### src/rtl/uart_rx_async.sv
// rtl/uart_rx_async.sv - 16x oversampled UART receiver; UART_RX_MAJORITY_VOTE_EN enables 3-sample voting
module uart_rx_async #(
  parameter int SYNC_STAGES = 2
) (
  input  logic       clk,
  input  logic       reset,
  input  logic       baud_clock,
  input  logic       bit8,
  input  logic       parity_en,
  input  logic       odd_n_even,
  input  logic       rx,
  input  logic       read_rx_byte,
  output logic [7:0] rx_byte,
  output logic       rx_ready,
  output logic       parity_err,
  output logic       framing_err,
  output logic       overflow,
  output logic       rx_idle
);

  typedef enum logic [2:0] {
    S_IDLE,
    S_START,
    S_DATA,
    S_PARITY,
    S_STOP
  } state_t;

  state_t                 state_q;
  state_t                 state_d;
  logic [SYNC_STAGES-1:0] sync_q;
  logic                   rx_s;
  logic [3:0]             samp_cnt;
  logic [2:0]             bit_cnt;
  logic [2:0]             last_bit;
  logic [7:0]             shift_reg;
  logic                   par_bad;
  logic                   stop_bit;
  logic                   load_pending;
  logic                   samp_bit;
  logic                   at_sp;
  logic                   end_of_bit;
  logic                   data_xor;

  // Metastability synchroniser; preset high so reset never looks like a start bit
  always_ff @(posedge clk) begin
    if (reset) begin
      sync_q <= '1;
    end else begin
      sync_q <= {sync_q[SYNC_STAGES-2:0], rx};
    end
  end

  assign rx_s = sync_q[SYNC_STAGES-1];

`ifdef UART_RX_MAJORITY_VOTE_EN
  localparam logic [3:0] SP = 4'd9;

  logic vote7;
  logic vote8;

  // Capture the line at ticks 7 and 8 so the decision at tick 9 can take a 2-of-3 vote
  always_ff @(posedge clk) begin
    if (reset) begin
      vote7 <= 1'b1;
      vote8 <= 1'b1;
    end else if (baud_clock) begin
      if (samp_cnt == 4'd7) vote7 <= rx_s;
      if (samp_cnt == 4'd8) vote8 <= rx_s;
    end
  end

  assign samp_bit = (vote7 & vote8) | (vote7 & rx_s) | (vote8 & rx_s);
`else
  localparam logic [3:0] SP = 4'd8;

  assign samp_bit = rx_s;
`endif

  assign at_sp      = (samp_cnt == SP);
  assign end_of_bit = (samp_cnt == 4'd15);
  assign last_bit   = bit8 ? 3'd7 : 3'd6;
  assign data_xor   = bit8 ? (^shift_reg) : (^shift_reg[6:0]);

  // State register
  always_ff @(posedge clk) begin
    if (reset) begin
      state_q <= S_IDLE;
    end else begin
      state_q <= state_d;
    end
  end

  // Next-state decode; every transition waits for a baud tick
  always_comb begin
    state_d = state_q;
    rx_idle = (state_q == S_IDLE);
    if (baud_clock) begin
      case (state_q)
        S_IDLE: begin
          if (!rx_s) state_d = S_START;
        end
        S_START: begin
          if (at_sp && samp_bit) begin
            state_d = S_IDLE;
          end else if (end_of_bit) begin
            state_d = S_DATA;
          end
        end
        S_DATA: begin
          if (end_of_bit && (bit_cnt == last_bit)) begin
            state_d = parity_en ? S_PARITY : S_STOP;
          end
        end
        S_PARITY: begin
          if (end_of_bit) state_d = S_STOP;
        end
        S_STOP: begin
          // Leave at the stop sample so a back-to-back start edge is not missed
          if (at_sp) state_d = S_IDLE;
        end
        default: state_d = S_IDLE;
      endcase
    end
  end

  // Tick/bit counters and the per-frame datapath
  always_ff @(posedge clk) begin
    if (reset) begin
      samp_cnt     <= 4'd0;
      bit_cnt      <= 3'd0;
      shift_reg    <= 8'd0;
      par_bad      <= 1'b0;
      stop_bit     <= 1'b1;
      load_pending <= 1'b0;
    end else begin
      load_pending <= 1'b0;
      if (baud_clock) begin
        if (state_q == S_IDLE) begin
          samp_cnt <= rx_s ? 4'd0 : 4'd1;
        end else if (state_d == S_IDLE) begin
          samp_cnt <= 4'd0;
        end else begin
          samp_cnt <= samp_cnt + 4'd1;
        end

        case (state_q)
          S_START: begin
            bit_cnt <= 3'd0;
            par_bad <= 1'b0;
          end
          S_DATA: begin
            if (at_sp) shift_reg[bit_cnt] <= samp_bit;
            if (end_of_bit && (bit_cnt != last_bit)) bit_cnt <= bit_cnt + 3'd1;
          end
          S_PARITY: begin
            if (at_sp) par_bad <= ((data_xor ^ samp_bit) != odd_n_even);
          end
          S_STOP: begin
            if (at_sp) begin
              stop_bit     <= samp_bit;
              load_pending <= 1'b1;
            end
          end
          default: ;
        endcase
      end
    end
  end

  // Host-facing result registers: load a finished frame, or flag overflow if unread data would be lost
  always_ff @(posedge clk) begin
    if (reset) begin
      rx_byte     <= 8'd0;
      rx_ready    <= 1'b0;
      parity_err  <= 1'b0;
      framing_err <= 1'b0;
      overflow    <= 1'b0;
    end else begin
      if (load_pending && (!rx_ready || read_rx_byte)) begin
        rx_byte     <= bit8 ? shift_reg : {1'b0, shift_reg[6:0]};
        rx_ready    <= 1'b1;
        parity_err  <= par_bad & parity_en;
        framing_err <= ~stop_bit;
      end else if (read_rx_byte) begin
        rx_ready <= 1'b0;
      end

      if (read_rx_byte) begin
        overflow <= 1'b0;
      end else if (load_pending && rx_ready) begin
        overflow <= 1'b1;
      end
    end
  end

endmodule

### config.mk
export PLATFORM = sky130hd
export DESIGN_NAME = uart_rx_async
export DESIGN_NICKNAME = d
export VERILOG_FILES = /design/src/rtl/uart_rx_async.sv
export SDC_FILE = /design/constraint.sdc
export NUM_CORES = 1
export LEC_CHECK = 0
export BUFFER_PORTS_ARGS = -buffer_cell sky130_fd_sc_hd__buf_2
export CAP_MARGIN = 10
export CORE_MARGIN = 2
export CORE_UTILIZATION = 35
export CTS_BUF_LIST = sky130_fd_sc_hd__clkbuf_16
export DETAILED_ROUTE_END_ITERATION = 10
export SYNTH_ARGS = -nofsm -noshare
export SYNTH_HDL_FRONTEND = slang
export SYNTH_SLANG_ARGS = --single-unit
### constraint.sdc
create_clock -name clk -period 2.9 [get_ports clk]
set_input_delay 0.435 -clock clk [delete_from_list [all_inputs] [get_ports clk]]
set_output_delay 0.435 -clock clk [all_outputs]
set_load 0.1 [all_outputs]
# Yosys cells after proc, flatten, opt, wreduce, memory -nomap -nowiden
# Cells that the tools add are included.
totals:
  in_bits: 8
  output_inout_bits: 13
  mem_bits_rw: 0
  regBits: 35
  elab_cells: 79
  rom_bits: 0
  latch_bits: 0
  n_memories: 0
op_classes:
  addsub: 2
  n_reduce_logical: 21
  magnitude_cmp: 2
  multipliers: 0
  n_eq_ne: 11
  muxes: 25
  shift: 0
  n_div: 0
  bitwise_logic: 5
ops:
  columns: ["op", "n"]
  rows:
  - ["2-to-1 mux 3 bit", 9]
  - ["case mux 3 bit (5 select lines)", 1]
  - ["AND reduction 3 bit", 4]
  - ["bitwise mux 8 bit", 1]
  - ["equality test 4 bit (second input constant)", 2]
  - ["2-to-1 mux 1 bit", 8]
  - ["2-to-1 mux 4 bit", 2]
  - ["2-to-1 mux 8 bit", 1]
  - ["parity 8 bit", 1]
  - ["parity 7 bit", 1]
  - ["equality test 3 x 2 -> 1 bit (second input constant)", 2]
  - ["logical AND 1 bit", 6]
  - ["zero test 3 bit", 2]
  - ["case mux 3 bit (2 select lines)", 1]
  - ["nonzero test 2 bit", 3]
  - ["adder 4 x 1 -> 4 bit (second input constant)", 1]
  - ["< comparator 3 x 4 -> 1 bit (second input constant)", 1]
  - ["inequality test 2 bit (second input constant)", 2]
  - ["adder 3 x 1 -> 3 bit (second input constant)", 1]
  - ["demux 1 bit (select 3 bit)", 1]
  - ["equality test 3 x 1 -> 1 bit (second input constant)", 1]
  - ["equality test 3 bit", 1]
  - ["equality test 3 bit (second input constant)", 1]
  - ["greater-or-equal comparator 3 x 1 -> 1 bit (second input constant)", 1]
  - ["10 further kinds", 12]

# Depth between registers and ports, before layout
# Gate-level depths: netlist of run 1.
depth:
  depth_word: 9
  ltp_mapped: 7
  ltp_nobuf: 7

# Least setup slack after synthesis of run 1
# Ideal clock, no wire load.
synth_timing:
  path_type: "reg-to-reg"
  start: "register state_q[0]"
  end: "register samp_cnt[0]"
  n_path_buf: 1
  arrival_ps: 3403
  setup_time_ps: 86
  required_ps: 2814
  synth_period_minus_slack_ps: 3488
  path_stages_with_launch: 7
  setup_slack_ps: -588
  cell_sequence: "dfxtp_1 -> buf_2 -> nor3_1 -> nor2_1 -> a211oi_1 -> a21oi_1 -> a211oi_1"
synth_between:
  word_cells_on_any_way: 16
  classes_between: "4 x eq/ne; 10 x mux; 2 x reduce/logical"
synth_lines:
  columns: ["element", "line", "source"]
  rows:
  - ["from (decl)", "29", "state_t state_q;"]
  - ["from (signal assigned)", "90", "state_q <= state_d;"]
  - ["zero test 3 bit *", null, null]
  - ["named net rx_idle", "18", "output logic rx_idle"]
  - ["case mux 3 bit (5 select lines)", "99", "case (state_q)"]
  - ["2-to-1 mux 3 bit", "98", "if (baud_clock) begin"]
  - ["zero test 3 bit", "141", "end else if (state_d == S_IDLE) begin"]
  - ["2-to-1 mux 4 bit", "141", null]
  - ["2-to-1 mux 4 bit *", "139", "if (state_q == S_IDLE) begin"]
  - ["to (signal assigned)", "140", "samp_cnt <= rx_s ? 4'd0 : 4'd1;"]
  - ["to (signal assigned)", "144", "samp_cnt <= samp_cnt + 4'd1;"]
  - ["to (decl)", "33", "logic [3:0] samp_cnt;"]
# The timed path passes the listed nets; every way through them passes the cells marked *.
# A chain may end at the register's enable or synchronous reset.

# Worst setup path after layout of run 1
layout_timing:
  start: "register state_q[0]"
  end: "output port rx_idle"
layout_between:
  elab_chain_len: 1
layout_lines:
  columns: ["element", "line", "source"]
  rows:
  - ["zero test 3 bit", "97", "rx_idle = (state_q == S_IDLE);"]
  - ["to (decl)", "18", null]
# No other way between the ends.

==> results.md, run 1 <==
- Outcome: finished, final reports clean
- Post-DP HPWL: 2500 um
- Crit-path max FO: 14
- Worst r2r src: state_q[1]
- Yosys reg bits: 35
- Initial Util: between 30% and 40%
- Post-synthesis instance total: 207
- Top-count cell post-synth: dfxtp_1
- WL final: 3610 um
- Wire per inst: between 10 and 15 um
- Seq/Total Area, Yosys: between 40 and 50%
- Final hold vios: 0
- Fill cells: 487
- Worst hold slack: 0.325 ns
- Cell area after synthesis: around 1700 um2
- Startpoint types: flip-flop
- Max_slew headroom: 56.5%
- Die area: 5500 um2
- Post-synth EDFFs: 0
- Setup_tns: 0 ns
- Drt initial violations: 55
- Final worst slack: 0.777 ns
- Mapped Avg Cell Area: 8.33 um2
- Synth Net Count: 218
- VDD IR max: 0.000324 V
- Crit. End Element: output pin
- Top cell type by total area after synthesis: dfxtp_1
- CTS tree: done
- Worst Max-Slew Pin Slew: 0.653 ns
- Data required, critical path: 2.47 ns
- Primary FF master, synth: dfxtp_1
- Yosys cell types: 40
- Met2 GRT Util: approximately 22%
- Post-DRT Antenna Nets: 0
- Area grow syn2layout: 17.1%
- Top cell type's share of synthesized area: 40.6%
- Die boundary height: approximately 74 um
- Vias post-DR: 1457
- H-tree depth: 2
- # placed instances: 280
- CP Class: flip-flop to output pin
- Critical Path AT: roughly 1.7 ns
- Largest net degree at the start of global routing: 36
- Buffer and inverter count on the worst path: 1
- Final net count: 231
- Layout cells sized above 1: 16.7%
- Setup crit start: state_q[0]
- Initial antenna violation count: 0
- Gr ovfl total: 0
- Sink Count: 35
- Inserted Diodes: 0
- Clk Tree Root Cell: clkbuf_16
- Vias in the first global route: 1312
- Hold_sp: read_rx_byte
- CTS Buffer Depth: 2
- # port buffers: 20
- Crit path max-delay family: buffers and inverters
- Power per Cell Area: 564 nW/um2
- CTS Hold Bufs: 0
- Final Wtd Congestion: 0.747
- Share of async-settable or async-resettable flops after synthesis: 0%
- Max incr delay on CP: 0.51 ns
- Site row count: 25
- Synth top cells by count: dfxtp_1 (35), nor2_1 (25), nand2_1 (22), a21oi_1 (19), nand3_1 (12)
- Final Instance Count excl. Fillers: 288
- Drt pass-1 iters: 5
- Setup bufs post-CTS: 0
- Global-route wire length before repair: 6150 um
- Global routing's busiest layer: met2
- Die span in x: around 74 um
- Cells resized by post-CTS repair: 0
- M3 GR Usage: between 3 and 4%
- Leakage Power: 0.750 nW
- CTS buffer count: 5
- Remaining DRCs: 0
- Max frequency: 0.471 GHz
- Final Critical Period: 2.12 ns
- IO Pins: 21
- Skew-Pair Late Insertion Delay: 0.28 ns
- Grt met1 use: roughly 20%
- Slew Viols, Final: 0
- RSZ-0062 raised after global routing: false
- Clock transition at path regs: 0.06 ns
- Clock skew: 0.00618 ns
- Max-Cap Viols: 0
- Tcrit/Tclk final: between 70 and 80%
- CP cell instances: nor3_2, buf_2
- Area contributors post-synth: dfxtp_1 (41%), mux2i_1 (6.4%), a21oi_1 (5.5%)
- Total GRT Usage: 14.7%
- Pre-CTS setup slack: 0.880 ns
- Yosys warns: 0
- Via density: 5.06
- Worst min path class: primary input to flip-flop
- Core area: between 4000 and 5000 um2
- Slowest CP cell: buf_2
- # setup viols final: 0
## per-stage QoR
stage               utilization (%)  total power (W)  area [um2]
finish                         42.8          0.00114        2020
global route                   42.8          0.00118        2020
detailed placement             39.2         0.000542        1850
global placement               39.2         0.000541        1850
floorplan                         -         0.000529        1730
CTS                            42.8          0.00116        2020
## layout by cell type (no fill, tap or decap), types with 7 or more instances in the layout
cell	netlist	layout
dfxtp_1	35	35
nor2_1	25	25
nand2_1	22	22
buf_2	5	20
a21oi_1	19	19
nand3_1	12	12
mux2i_1	11	11
inv_1	7	7
nor3_1	8	7
xnor2_1	7	7
## layer usage
layer | part of all wire, % | up-vias | wire length (um)
li1 | - | 744 | -
met1 | 51 | 683 | 1820
met2 | 45 | 24 | 1630
met3 | 2.6 | 6 | 93
met4 | 1.7 | 0 | 62
met5 | 0 | - | 0
## cells by family (layout without fill, tap and decap cells)
logic type,Yosys count,in the layout,share of synthesized area (%)
and+or+nand+nor,90,90,26.4
AOI/OAI and AO/OA,37,37,13.4
DFF,35,35,40.6
buffers and inverters,21,35,5.15
muxes,11,11,6.39
xor gates and xnor gates,10,10,5.88
adders and majority gates,3,3,2.18
## final timing paths
| check | end | slack (ns) | cells past startpoint |
|---|---|---|---|
| worst max-delay path | rx_idle | 0.78 | 2 |
| worst min-delay path | overflow | 0.33 | 2 |
| worst max register to register | shift_reg[2] | 0.87 | 5 |
| worst min register to register | sync_q[1] | 0.41 | 1 |
## area by class of cell
type | instances | area [um2] | share of cell area (%)
Tap cell | 67 | 83.8 | 4.15
Clock buffer | 5 | 125 | 6.20
Clock inverter | 3 | 43.8 | 2.17
Multi-Input combinational cell | 151 | 940 | 46.5
Inverter | 7 | 26.3 | 1.30
Sequential cell | 35 | 701 | 34.7
Timing Repair Buffer | 20 | 100 | 4.96
## power breakdown
group | switching (W) | leakage (nW) | total [W] | internal [W]
Clock | 0.000203 | 0.0838 | 0.000607 | 0.000405
Sequential | 0.00000465 | 0.282 | 0.000488 | 0.000483
Combinational | 0.0000279 | 0.383 | 0.0000432 | 0.0000153
Total | 0.000235 | 0.750 | 0.00114 | 0.000903
Power figures use the tool's default switching activity.
==> run 2: changes to the inputs <==
==> constraint.sdc (replaced) <==
create_clock -name clk -period 1.75 [get_ports clk]
set_input_delay 0.2625 -clock clk [delete_from_list [all_inputs] [get_ports clk]]
set_output_delay 0.2625 -clock clk [all_outputs]
set_load 0.1 [all_outputs]
==> results.md, run 2 (same netlist as run 1, synthesis figures left out) <==
- Outcome: finished, final reports clean
- Die boundary height: 74.2 um (unchanged)
- RSZ-0062 raised after global routing: true
- CTS Hold Bufs: 0 (unchanged)
- Total GRT Usage: 15.6% (+0.95 points)
- Skew-Pair Late Insertion Delay: 0.28 ns (about the same)
- Clk Tree Root Cell: clkbuf_16
- CP cell instances: or3b_4, or3_4, nor3b_2, mux2i_1, nor2_1
- CTS tree: done
- Post-DRT Antenna Nets: 0 (unchanged)
- Vias in the first global route: 1384 (+5.5%)
- Via density: 4.85 (-4.2%)
- Die span in x: 74.2 um (unchanged)
- Max-Cap Viols: 0 (unchanged)
- Global-route wire length before repair: 6560 um (+6.6%)
- Remaining DRCs: 0 (unchanged)
- CTS Buffer Depth: 2 (unchanged)
- Die area: 5500 um2 (unchanged)
- Crit. End Element: flip-flop
- # port buffers: 20 (unchanged)
- Sink Count: 35 (unchanged)
- Clock skew: 0.00160 ns (-0.00457 ns)
- H-tree depth: 2 (unchanged)
- Power, Total: 0.00203 W (+78%)
- CP Class: flip-flop to flip-flop
- Largest net degree at the start of global routing: 36 (unchanged)
- Leakage Power: 0.887 nW (+18%)
- Vias post-DR: 1503 (+3.2%)
- Critical Path AT: 1.87 ns (+0.18 ns)
- Final Wtd Congestion: 0.829 (+11%)
- Power per Cell Area: 892 nW/um2 (+58%)
- Max incr delay on CP: 0.43 ns (-0.08 ns)
- CTS buffer count: 5 (unchanged)
- Final Critical Period: about 1.7 ns
- Most common cell after layout, fill and taps aside: dfxtp_1
- Gr ovfl total: 0 (unchanged)
- Clock transition at path regs: 0.05 ns (about the same)
- Inserted Diodes: 0 (unchanged)
- Drt initial violations: 74 (+35%)
- Pre-CTS setup slack: 0.0268 ns (-0.853 ns)
- Worst min path class: primary input to flip-flop
- Register area: 711 um2 (+1.4%)
- Tcrit/Tclk final: 98.8%
- Hold Path Depth: 2 (unchanged)
- Final hold vios: 0 (unchanged)
- # setup viols final: 0 (unchanged)
- Post-DP HPWL: 2720 um (+8.6%)
- Slew Viols, Final: 0 (unchanged)
- Fill cells: 488 (+0.21%)
- IO Pins: 21 (unchanged)
- Max frequency: 0.578 GHz
- Util after Layout: 48.2% (+5.5 points)
- WL final: 3900 um (+8.1%)
- Slowest CP cell: or3_4
- VDD IR max: 0.000563 V (+74%)
- Initial Util: 36.5% (unchanged)
- Data required, critical path: 1.89 ns (-0.58 ns)
- Wire per inst: 12.6 um (+0.42%)
- Core area: 4720 um2 (unchanged)
- Crit-path max FO: 4 (-10)
- Layout cells sized above 1: 29.6% (+13 points)
- Reg2Reg Depth: 5 (unchanged)
- Final worst slack: 0.0209 ns (-0.756 ns)
- Worst hold slack: 0.153 ns (-0.173 ns)
- Site row count: 25 (unchanged)
- Drt pass-1 iters: 4 (-1)
- Startpoint types: flip-flop
- Final net count: 253 (+9.5%)
- Commonest non-fill, non-tap cells in the layout: dfxtp_1 (29), nor2_1 (25), nand2_1 (22), buf_4 (22)
- Initial antenna violation count: 0 (unchanged)
- Worst Max-Slew Pin Slew: 0.635 ns (-0.0175 ns)
- Area of the multi-input gates: 987 um2 (+5.1%)
- Max_slew headroom: 57.7% (+1.2 points)
- Area grow syn2layout: 32.1%
## run 2: cell type report
cell class	count	share of cell area [%]
clock inverter	3	2.80
clock buffer	5	5.49
sequential	35	31.2
inverter	7	1.15
tap	67	3.68
multi-input combinational	151	43.4
timing repair buffer	42	12.3
## run 2: worst max-delay path, delay by kind of cell, from the launching register on
family / cells / cell delay [ns]
and+or+nand+nor: 4 / 1.08
DFF: 1 / 0.31
muxes: 1 / 0.20
## run 2: power by group
| part | leakage, nW | total (W) | switching, W | internal [W] |
|---|---|---|---|---|
| clock network | 0.0952 | 0.00113 | 0.000324 | 0.000810 |
| registers | 0.286 | 0.000804 | 0.00000350 | 0.000800 |
| logic | 0.506 | 0.0000947 | 0.0000548 | 0.0000399 |
| total | 0.887 | 0.00203 | 0.000382 | 0.00165 |
## run 2: path summary, 6_finish.rpt
kind	slack [ns]	start	endpoint
hold reg to reg	0.41	sync_q[0]	sync_q[1]
setup reg to reg	0.02	state_q[2]	shift_reg[4]
hold / removal	0.15	read_rx_byte	overflow
setup / recovery	0.02	state_q[2]	shift_reg[4]
## run 2: stage by stage
step	std cells	TNS (ns)	instance area, um2
global placement	299	0	2020
finish	310	0	2280
floorplan	207	-0.264	1740
CTS	307	0	2210
global route	310	-0.255	2280
detailed placement	299	0	2020
## run 2: repair_timing
action / 4_1_cts / 5_1_grt
cloned: 0 / 0
setup endpoints to repair: 3 / 15
setup buffers: 0 / 3
pin swaps: 0 / 3
resized for setup: 3 / 14
## run 2: metal layers
layer	vias up	wire length, um	GRT usage, %
met2	28	1810	24.7
met3	7	160	4.88
met4	0	56	4.85
li1	783	-	-
met1	685	1880	20.4
met5	-	0	0
==> run 3: changes to the inputs <==
--- a/config.mk
+++ b/config.mk
@@ -5,9 +5,9 @@
 export SDC_FILE = /design/constraint.sdc
 export NUM_CORES = 1
 export LEC_CHECK = 0
+export ABC_AREA = 1
 export BUFFER_PORTS_ARGS = -buffer_cell sky130_fd_sc_hd__buf_2
 export CAP_MARGIN = 10
-export CORE_MARGIN = 2
 export CORE_UTILIZATION = 35
 export CTS_BUF_LIST = sky130_fd_sc_hd__clkbuf_16
 export DETAILED_ROUTE_END_ITERATION = 10
==> results.md, run 3 <==
- Outcome: finished, final reports clean
- Final Critical Period: 1.61 ns (-0.117 ns)
- Yosys warns: 0 (unchanged)
- Seq/Total Area, Yosys: 40.9% (+0.27 points)
- H-tree depth: 2 (unchanged)
- CP Class: flip-flop to flip-flop
- WL final: 3710 um (-4.8%)
- Clk Tree Root Cell: clkbuf_16
- # placed instances: 327 (+9.4%)
- Register area: 707 um2 (-0.53%)
- Final hold vios: 0 (unchanged)
- Leakage Power: 0.942 nW (+6.3%)
- CTS tree: done
- Clock transition at path regs: 0.05 ns (about the same)
- Inserted Diodes: 0 (unchanged)
- Crit. End Element: flip-flop
- Area grow syn2layout: 22.9%
- Total GRT Usage: 15.4% (-0.22 points)
- Buffer and inverter count on the worst path: 2 (+2)
- Fill cells: 462 (-5.3%)
- CTS Buffer Depth: 2 (unchanged)
- Site row count: 25 (unchanged)
- Commonest non-fill, non-tap cells in the layout: nand2_1 (47), nor2_1 (33), dfxtp_1 (32), inv_1 (28), a21oi_1 (24)
- Yosys cell types: 23 (-43%)
- Initial Util: 36.3% (-0.24 points)
- Gr ovfl total: 0 (unchanged)
- Synth Net Count: 253 (+16%)
- Startpoint types: flip-flop
- Crit-path max FO: 5 (+1)
- Final Wtd Congestion: 0.877 (+5.8%)
- Post-synthesis instance total: 242 (+17%)
- Initial antenna violation count: 0 (unchanged)
- Drt initial violations: 104 (+41%)
- Setup bufs post-CTS: 0 (unchanged)
- Post-synth EDFFs: 0 (unchanged)
- Max frequency: 0.620 GHz (+7.3%)
- Core area: 4720 um2 (unchanged)
- Post-DP HPWL: 2620 um (-3.6%)
- Sink Count: 35 (unchanged)
- Via density: 4.70 (-3.0%)
- Drt pass-1 iters: 5 (+1)
- Layout cells sized above 1: 19.8% (-9.9 points)
- Final Instance Count excl. Fillers: 335 (+8.1%)
- VDD IR max: 0.000322 V (-43%)
- Share of async-settable or async-resettable flops after synthesis: 0% (unchanged)
- Skew-Pair Late Insertion Delay: 0.28 ns (about the same)
- Synth top cells by count: nand2_1 (50), dfxtp_1 (35), nor2_1 (35), inv_1 (30), a21oi_1 (26)
- Final net count: 278 (+9.9%)
- Area of the multi-input gates: 897 um2 (-9.1%)
- Slew Viols, Final: 0 (unchanged)
- Largest net degree at the start of global routing: 24 (-33%)
- Crit path max-delay family: simple AND/OR/NAND/NOR gates
- Most common cell after layout, fill and taps aside: nand2_1
- CP cell instances: ha_2, nand2_2, inv_2, nand2_2, nand2_1, inv_1, a21oi_2, nand2_1, a21oi_2, nand2_2, nand2_1, a21oi_1
- Remaining DRCs: 0 (unchanged)
- Slowest CP cell: dfxtp_4
- Worst hold slack: 0.166 ns (+0.0130 ns)
- Critical Path AT: 1.77 ns (-0.10 ns)
- Cell area after synthesis: 1710 um2 (-0.65%)
- Clock skew: 0.00398 ns (+0.00238 ns)
- Mapped Avg Cell Area: 7.08 um2 (-15%)
- Top cell type's share of synthesized area: 40.9% (+0.27 points)
- Die boundary height: 72.0 um (-3.0%)
- Worst min path class: primary input to flip-flop
- Data required, critical path: 1.91 ns (+0.02 ns)
- Global-route wire length before repair: 6180 um (-5.7%)
- Top-count cell post-synth: nand2_1
- Vias in the first global route: 1371 (-0.94%)
- Top cell type by total area after synthesis: dfxtp_1
- Die span in x: 72.0 um (-3.0%)
- Vias post-DR: 1575 (+4.8%)
- Worst Max-Slew Pin Slew: 0.484 ns (-0.151 ns)
- Max-Cap Viols: 0 (unchanged)
- Max incr delay on CP: 0.36 ns (-0.07 ns)
- CTS Hold Bufs: 0 (unchanged)
- # setup viols final: 0 (unchanged)
- Post-DRT Antenna Nets: 0 (unchanged)
- Primary FF master, synth: dfxtp_1
- Pre-CTS setup slack: 0.0115 ns (-0.0152 ns)
- Die area: 5180 um2 (-5.9%)
- Tcrit/Tclk final: 92.1% (-6.7 points)
- IO Pins: 21 (unchanged)
- # port buffers: 20 (unchanged)
- Max_slew headroom: 67.9% (+10 points)
- Yosys reg bits: 35 (unchanged)
- Power per Cell Area: 903 nW/um2 (+1.2%)
- Area contributors post-synth: dfxtp_1 (41%), nand2_1 (11%), nor2_1 (7.7%)
- CTS buffer count: 5 (unchanged)
- Final worst slack: 0.138 ns (+0.117 ns)
- Wire per inst: 11.1 um (-12%)
## run 3: changes by cell type in the layout (fill, tap and decap cells not counted), moves of 4 or more
| cell | before | now |
|---|---|---|
| a311oi_1 | 0 | 8 |
| nand2_2 | 0 | 4 |
| nand3b_1 | 4 | 0 |
| nor2_1 | 25 | 33 |
| nand2_1 | 22 | 47 |
| nor3_1 | 7 | 2 |
| o21ai_0 | 3 | 14 |
| mux2i_1 | 11 | 0 |
| nand2b_1 | 5 | 0 |
| buf_4 | 22 | 3 |
| a21oi_1 | 19 | 24 |
| inv_1 | 7 | 28 |
## run 3: worst register-to-register path, stage by stage (launching register included)
cell,delay (ns)
dfxtp_4,0.36
ha_2,0.19
nand2_2,0.08
inv_2,0.07
nand2_2,0.06
nand2_1,0.06
inv_1,0.05
a21oi_2,0.14
nand2_1,0.08
a21oi_2,0.18
nand2_2,0.10
nand2_1,0.07
a21oi_1,0.05
## run 3: layout make-up
cell class | instances | area share (%)
inverters | 33 | 5.88
clock buffers | 5 | 5.94
flip-flops and latches | 35 | 33.6
multi-input cells | 169 | 42.6
well taps | 67 | 3.98
clock inverters | 3 | 2.08
repair buffers | 23 | 5.94
## run 3: path summary, 6_finish.rpt
path	to	cells after the start	slack, ns	from
hold reg to reg	sync_q[1]	1	0.41	sync_q[0]
setup / recovery	samp_cnt[2]	12	0.14	samp_cnt[0]
hold / removal	sync_q[0]	2	0.17	rx
setup reg to reg	samp_cnt[2]	12	0.14	samp_cnt[0]
## run 3: cells by family after synthesis
family,count (synthesis),share of synthesized area (%)
XOR/XNOR,9,4.60
AND/OR/NAND/NOR,106,26.9
AO/OA/AOI/OAI,51,17.1
flip-flops,35,40.9
buffers and inverters,38,8.33
adder cells (fa/ha/maj),3,2.19
## run 3: repair_timing
item,CTS,global route
gates cloned,0,0
endpoints found under the setup margin,1,7
pin swaps,0,2
hold endpoints to repair,0,0
gates resized for setup,1,14
## run 3: per-stage QoR
stage	setup TNS, ns	utilization (%)	total power (W)	instance area, um2
3_5_place_dp	0	40.3	0.000910	1900
5_1_grt	-0.00751	44.6	0.00197	2110
6_report	0	44.6	0.00190	2110
3_3_place_gp	0	40.3	0.000910	1900
2_1_floorplan	0	-	0.000881	1710
4_1_cts	0	43.9	0.00192	2070
## run 3: where the power goes
part / switching [W] / internal (W) / leakage, nW
sequential: 0.00000619 / 0.000802 / 0.284
clock: 0.000335 / 0.000671 / 0.0838
combinational: 0.0000608 / 0.0000269 / 0.574
total: 0.000402 / 0.00150 / 0.942
## run 3: layer usage
layer	wire length, um	vias to the layer above	share of wire [%]	GRT usage (%)
met5	0	-	0	0
met4	85	0	2.3	7.84
met3	128	8	3.4	3.47
met2	1670	38	45	24.2
met1	1830	691	49	19.9
li1	-	838	-	-
